`src/rtl/fpga_cfg_pkg.sv`:
```
// Shared types and constants for the fabric configuration loader.
package fpga_cfg_pkg;

  localparam int LUT_MEM_W     = 33;
  localparam int CFG_WORD_W    = 32;
  localparam int DEF_NUM_LUTS  = 24;
  localparam int DEF_NUM_CELLS = 17;

  typedef enum logic [2:0] {
    IDLE,
    LOAD_LUT,
    LOAD_CELL,
    CHECK,
    DONE,
    ERROR
  } cfg_state_e;

  // Index width covering the larger of the two target groups (never below 1 bit).
  function automatic int idx_width(input int a, input int b);
    int m;
    m = (a > b) ? a : b;
    return (m > 1) ? $clog2(m) : 1;
  endfunction

endpackage

```
`src/rtl/cfg_checksum_acc.sv`:
```
// Running mod-2^32 sum of accepted configuration words, compared against the trailing word.
import fpga_cfg_pkg::*;

module cfg_checksum_acc (
  input  logic                  i_clock,
  input  logic                  i_reset,
  input  logic                  i_clear,
  input  logic                  i_add,
  input  logic [CFG_WORD_W-1:0] i_word,
  output logic                  o_match
);

  logic [CFG_WORD_W-1:0] r_sum;

  always_ff @(posedge i_clock or posedge i_reset) begin
    if (i_reset) begin
      r_sum <= '0;
    end else if (i_clear) begin
      r_sum <= '0;
    end else if (i_add) begin
      r_sum <= r_sum + i_word;
    end
  end

  assign o_match = (r_sum == i_word);

endmodule

```
`src/rtl/fpga_config_loader.sv`:
```
// Streams configuration words into fabric LUT memories and cell registers,
// then validates the load against a trailing checksum word.
import fpga_cfg_pkg::*;

module fpga_config_loader #(
  parameter int NUM_LUTS   = DEF_NUM_LUTS,
  parameter int NUM_CELLS  = DEF_NUM_CELLS,
  parameter int CELL_CFG_W = 32
) (
  input  logic                              i_clock,
  input  logic                              i_reset,
  input  logic                              i_cfg_start,
  input  logic [CFG_WORD_W-1:0]             i_cfg_data,
  input  logic                              i_cfg_valid,
  output logic                              o_cfg_ready,
  output logic [NUM_LUTS*LUT_MEM_W-1:0]     o_lut_mem,
  output logic [NUM_CELLS*CELL_CFG_W-1:0]   o_cell_cfg,
  output logic                              o_cfg_done,
  output logic                              o_cfg_error,
  output logic                              o_fabric_en
);

  localparam int IDX_W = idx_width(NUM_LUTS, NUM_CELLS);

  cfg_state_e       r_state;
  cfg_state_e       w_state_next;
  logic [IDX_W-1:0] r_idx;
  logic             r_ready;
  logic             r_done;
  logic             r_error;

  logic w_accept;
  logic w_clear;
  logic w_add;
  logic w_lut_we;
  logic w_cell_we;
  logic w_last_lut;
  logic w_last_cell;
  logic w_match;

  assign w_accept    = i_cfg_valid && r_ready;
  assign w_last_lut  = (r_idx == IDX_W'(NUM_LUTS - 1));
  assign w_last_cell = (r_idx == IDX_W'(NUM_CELLS - 1));

  cfg_checksum_acc u_checksum (
    .i_clock (i_clock),
    .i_reset (i_reset),
    .i_clear (w_clear),
    .i_add   (w_add),
    .i_word  (i_cfg_data),
    .o_match (w_match)
  );

  always_ff @(posedge i_clock or posedge i_reset) begin
    if (i_reset) begin
      r_state <= IDLE;
    end else begin
      r_state <= w_state_next;
    end
  end

  always_comb begin
    w_state_next = r_state;
    w_clear      = 1'b0;
    w_add        = 1'b0;
    w_lut_we     = 1'b0;
    w_cell_we    = 1'b0;
    case (r_state)
      IDLE, DONE, ERROR: begin
        if (i_cfg_start) begin
          w_state_next = LOAD_LUT;
          w_clear      = 1'b1;
        end
      end
      LOAD_LUT: begin
        if (w_accept) begin
          w_lut_we = 1'b1;
          w_add    = 1'b1;
          if (w_last_lut) w_state_next = LOAD_CELL;
        end
      end
      LOAD_CELL: begin
        if (w_accept) begin
          w_cell_we = 1'b1;
          w_add     = 1'b1;
          if (w_last_cell) w_state_next = CHECK;
        end
      end
      CHECK: begin
        if (w_accept) w_state_next = w_match ? DONE : ERROR;
      end
      default: w_state_next = IDLE;
    endcase
  end

  // Status flags are registered from the next state so they line up with r_state.
  always_ff @(posedge i_clock or posedge i_reset) begin
    if (i_reset) begin
      r_idx   <= '0;
      r_ready <= 1'b0;
      r_done  <= 1'b0;
      r_error <= 1'b0;
    end else begin
      if (w_clear) begin
        r_idx <= '0;
      end else if (w_lut_we) begin
        r_idx <= w_last_lut ? '0 : r_idx + 1'b1;
      end else if (w_cell_we) begin
        r_idx <= w_last_cell ? '0 : r_idx + 1'b1;
      end
      r_ready <= (w_state_next == LOAD_LUT) || (w_state_next == LOAD_CELL) ||
                 (w_state_next == CHECK);
      r_done  <= (w_state_next == DONE);
      r_error <= (w_state_next == ERROR);
    end
  end

  genvar gi;
  generate
    for (gi = 0; gi < NUM_LUTS; gi++) begin : g_lut
      logic [LUT_MEM_W-1:0] r_mem;
      always_ff @(posedge i_clock or posedge i_reset) begin
        if (i_reset) begin
          r_mem <= '0;
        end else if (w_lut_we && (r_idx == IDX_W'(gi))) begin
          r_mem <= {1'b0, i_cfg_data};
        end
      end
      assign o_lut_mem[gi*LUT_MEM_W +: LUT_MEM_W] = r_mem;
    end

    for (gi = 0; gi < NUM_CELLS; gi++) begin : g_cell
      logic [CELL_CFG_W-1:0] r_cfg;
      always_ff @(posedge i_clock or posedge i_reset) begin
        if (i_reset) begin
          r_cfg <= '0;
        end else if (w_cell_we && (r_idx == IDX_W'(gi))) begin
          r_cfg <= CELL_CFG_W'(i_cfg_data);
        end
      end
      assign o_cell_cfg[gi*CELL_CFG_W +: CELL_CFG_W] = r_cfg;
    end
  endgenerate

  assign o_cfg_ready = r_ready;
  assign o_cfg_done  = r_done;
  assign o_cfg_error = r_error;
  assign o_fabric_en = r_done;

endmodule

```
`config.mk`:
```
export PLATFORM = sky130hd
export DESIGN_NAME = fpga_config_loader
export DESIGN_NICKNAME = d
export VERILOG_FILES = /design/src/rtl/fpga_cfg_pkg.sv /design/src/rtl/cfg_checksum_acc.sv /design/src/rtl/fpga_config_loader.sv
export SDC_FILE = /design/constraint.sdc
export NUM_CORES = 2
export LEC_CHECK = 0
export ABC_AREA = 1
export BUFFER_PORTS_ARGS = -buffer_cell sky130_fd_sc_hd__clkbuf_2
export CAP_MARGIN = 40
export CORE_AREA = 5 5 528 530
export CTS_CLUSTER_DIAMETER = 120
export CTS_CLUSTER_SIZE = 40
export DETAILED_ROUTE_END_ITERATION = 16
export DIE_AREA = 0 0 533 535
export GPL_TIMING_DRIVEN = 1
export HOLD_SLACK_MARGIN = 0.05
export MAX_ROUTING_LAYER = met4
export PLACE_DENSITY = 0.33
export SETUP_SLACK_MARGIN = 0.1
export SLEW_MARGIN = 20
export SYNTH_ARGS = -nofsm -noshare
export SYNTH_HDL_FRONTEND = slang
export SYNTH_SLANG_ARGS = --single-unit
```
`constraint.sdc`:
```
create_clock -name i_clock -period 108.7 [get_ports i_clock]
set_clock_uncertainty 0.05 [all_clocks]
set_input_delay 10.87 -clock i_clock [delete_from_list [all_inputs] [get_ports i_clock]]
set_output_delay 10.87 -clock i_clock [all_outputs]
set_load 0.01 [all_outputs]
```
==> impl_metrics.ini <==
[drt]
drc_errors = 0
route.antenna.remaining_nets = 1
drt-total-wl_microns = 257000
dr.pass1.iters = 5
routed_wire_length_per_instance_microns = 25.8
detailroute.via_count = 40300
dr.first_iter.drc_count = 2888
viasPerCell = 4.05

[critical_path]
arrival_ps = 16580
crit_path_max_fanout = 97
crit_path_cell_trace = clkbuf_2 > inv_8 > buf_4 > buf_16 > buf_4 > buf_16 > buf_4 > buf_4 > buf_16 > buf_4 > buf_12 > buf_4 > buf_4 > buf_4
critical_path_class = input pin to async pin
max_stage_delay_ps = 650
worst_setup_path_end_kind = async pin
startpoint_type = input pin
timing.critical_path.slowest_stage_cell = buf_4
timing.critical_path.mode_cell = buf_4
critical_path_required_ps = 109480

[timing]
final_report_hold_violation_count = 0
period_minus_slack_ps = 15800
fmax_mhz = 63.3
totalNegativeSetupSlack_ps = 0
slew_viol_final = 0
portion_of_the_clock_cycle_consumed_by_the_worst_path_in_the_final_layout_pct = 14.5
transition_at_the_pin_with_the_smallest_max_transition_slack_ps = 892
maxSlewHeadroom_pct = 40.5
final-setup-viol-count = 0
rsz_0062_raised_after_global_routing = false

[synth]
synth.largest_area_cell = dfrtp_1
netlist_area_sq_um = 50800
ys.warnings.count = 0
avgSynthCellArea_sq_um = 9.82
netlist.area_leader.share_pct = 66.8
ys_seq_elements = 1355
yosysUniqueCellTypes = 37
register_area_share_after_synthesis_pct = 66.8
synth.area.top_cells = dfrtp_1 (67%), o21ai_0 (13%), nand2_1 (12%)
postSynthCellCount = 5169

[pwr]
cellInternalPower_mw = 0.868
static-leakage-power_nw = 32.3
p_switching_mw = 0.564
power_frac_clock_pct = 20.0
sequential_group_share_of_total_power_pct = 48.2
power_switching_share_pct = 39.4
cellPowerDensity_nw_per_um2 = 22.4
comb_power_share_pct = 31.8
peakVddDrop_uv = 11.2

[final_layout]
leading_cell_types_in_the_layout_fill_and_taps_excluded = nand2_1 (1622), dfrtp_1 (1355), clkbuf_2 (1351), o21ai_0 (1310), inv_1 (142)
mostFrequentLayoutCell = nand2_1
final_layout_size_suffix_gt1_share_pct = 25.9
post_layout_nonfiller_instances = 9963
layout.nets = 6384
area.growth.synth_to_final_pct = 26.0

[clock_network]
cts_sinks = 1355
cts.clk_slew.worst_paths_ps = 150
post_cts_buffers = 0
ctsRootBufferMaster = clkbuf_16
cts_htree_levels = 2
tritoncts = yes
postCtsHoldBufs = 0
postCtsResizedCells = 0
clockBufferDepth = 3
clock_latency_of_the_later_clocked_register_in_the_worst_skew_pair_ps = 720
cts-buffers-inserted = 49

[global_routing]
grt.overflow.total = 0
grtUsageTotal_pct = 17.8
antenna_found_initial = 57
number_of_global_route_vias_before_repair = 39800
grt_start_max_net_pins = 134
wire_length_of_the_first_global_routing_pass_microns = 349000

[place]
dp.final_hpwl_microns = 183000
place_inst = 9840
buffer_ports.inserted = 1351
gp_congestion = 0.809

[floorplanning]
starting_density_of_the_core_pct = 18.6
row_count = 192
design.core.area_sq_um = 273000
die_span_x_microns = 533
pin_count = 1376
floorplan.die_area_sq_um = 285000
die-height_microns = 535

[status]
violated_checks = antenna violations
status = complete, but fails checks

[run]
maxCapViolations = 0

[min_path]
worstHoldPathType = flop to flop
-- cell usage after synthesis --
cell      instances
or2_2             2
o21ai_1          22
ha_1             36
nand2_2          27
nand4_2           1
buf_6             1
nand3b_1          2
buf_4            28
nand4_1           6
o21bai_1          4
xor2_1            5
a22o_1            1
dfrtp_1        1355
nor2_4            2
or2_1             1
buf_1             6
nor2_1           78
nor3_1            4
nand4_4           3
clkinv_1          1
nand3_1          46
clkbuf_1        337
a31oi_1           1
inv_1           176
conb_1            1
inv_2             1
a21o_1            1
nor2_2            1
o21ai_0        1310
a21oi_1          30
nand3_4           2
nand2_1        1630
nor4_1            1
nor3_4            1
fa_1              1
buf_2            40
o22ai_1           5
-- sequential cells by signal, summed over array words and instances, names as in the netlist --
| register | flops |
|---|---|
| g_cell.r_cfg | 544 |
| g_lut.r_mem | 768 |
| o_cfg_done | 1 |
| o_cfg_error | 1 |
| o_cfg_ready | 1 |
| r_idx | 5 |
| r_state | 3 |
| u_checksum.r_sum | 32 |
-- through the flow --
| step | worst slack [ps] | hold WS [ps] | util (%) | power, mW | cell area, sq um |
|---|---|---|---|---|---|
| floorplan | 59580 | 403 | - | 0.915 | 50900 |
| finish | 92900 | 443 | 23.4 | 1.43 | 64000 |
| CTS | 91930 | 449 | 23.3 | 1.46 | 63700 |
| global placement | 90530 | 415 | 22.4 | 1.16 | 61200 |
| global route | 92090 | 464 | 23.4 | 1.53 | 63900 |
| detailed placement | 91010 | 421 | 22.7 | 1.17 | 61900 |
-- metal layers --
layer / global-route usage, % / wire, microns
met1: 22.2 / 111000
met4: 4.07 / 5780
met2: 28.6 / 120000
met3: 5.37 / 20700
met5: - / 0
-- power groups by stage --
stage	combinational [mW]	sequential [mW]	clock (mW)
6_report	0.456	0.690	0.286
5_1_grt	0.510	0.703	0.315
4_1_cts	0.467	0.690	0.302
3_5_place_dp	0.466	0.700	0
3_3_place_gp	0.461	0.697	0
2_1_floorplan	0.176	0.740	0
-- critical path, delay by kind of cell --
kind                   cells  cell delay (ps)
buffers and inverters     14             5290
-- cells by family (layout without fill, tap and decap cells) --
logic type / after synthesis / after routing / share of synthesized area (%)
other: 1 / 59 / 0.00739
and+or+nand+nor: 1807 / 1807 / 13.9
AOI/OAI and AO/OA: 1374 / 1374 / 13.6
DFF: 1355 / 1355 / 66.8
buffers and inverters: 590 / 1737 / 4.68
adders and majority gates: 37 / 37 / 0.927
xor gates and xnor gates: 5 / 5 / 0.0863
-- final cells by class --
type	count	area, sq um
Sequential cell	1355	33900
Clock inverter	27	518
Clock buffer	52	1270
Timing Repair Buffer	1480	8380
Multi-Input combinational cell	3247	14600
Fill cell	30000	209000
Antenna cell	35	87.6
Tap cell	3589	4490
Inverter	178	716
-- final timing paths --
kind,startpoint,to,slack (ps),cells after the start
worst max-delay path,i_reset,g_lut[0].r_mem[12],92900,14
worst min-delay path,g_lut[19].r_mem[27],g_lut[19].r_mem[27],440,2
worst max register to register,o_cfg_ready,u_checksum.r_sum[3],105600,9
worst min register to register,g_lut[19].r_mem[27],g_lut[19].r_mem[27],440,2
max in group i_clock,i_cfg_valid,u_checksum.r_sum[3],95980,10
min in group asynchronous,i_reset,g_cell[15].r_cfg[0],10100,2
Power figures use the tool's default switching activity.
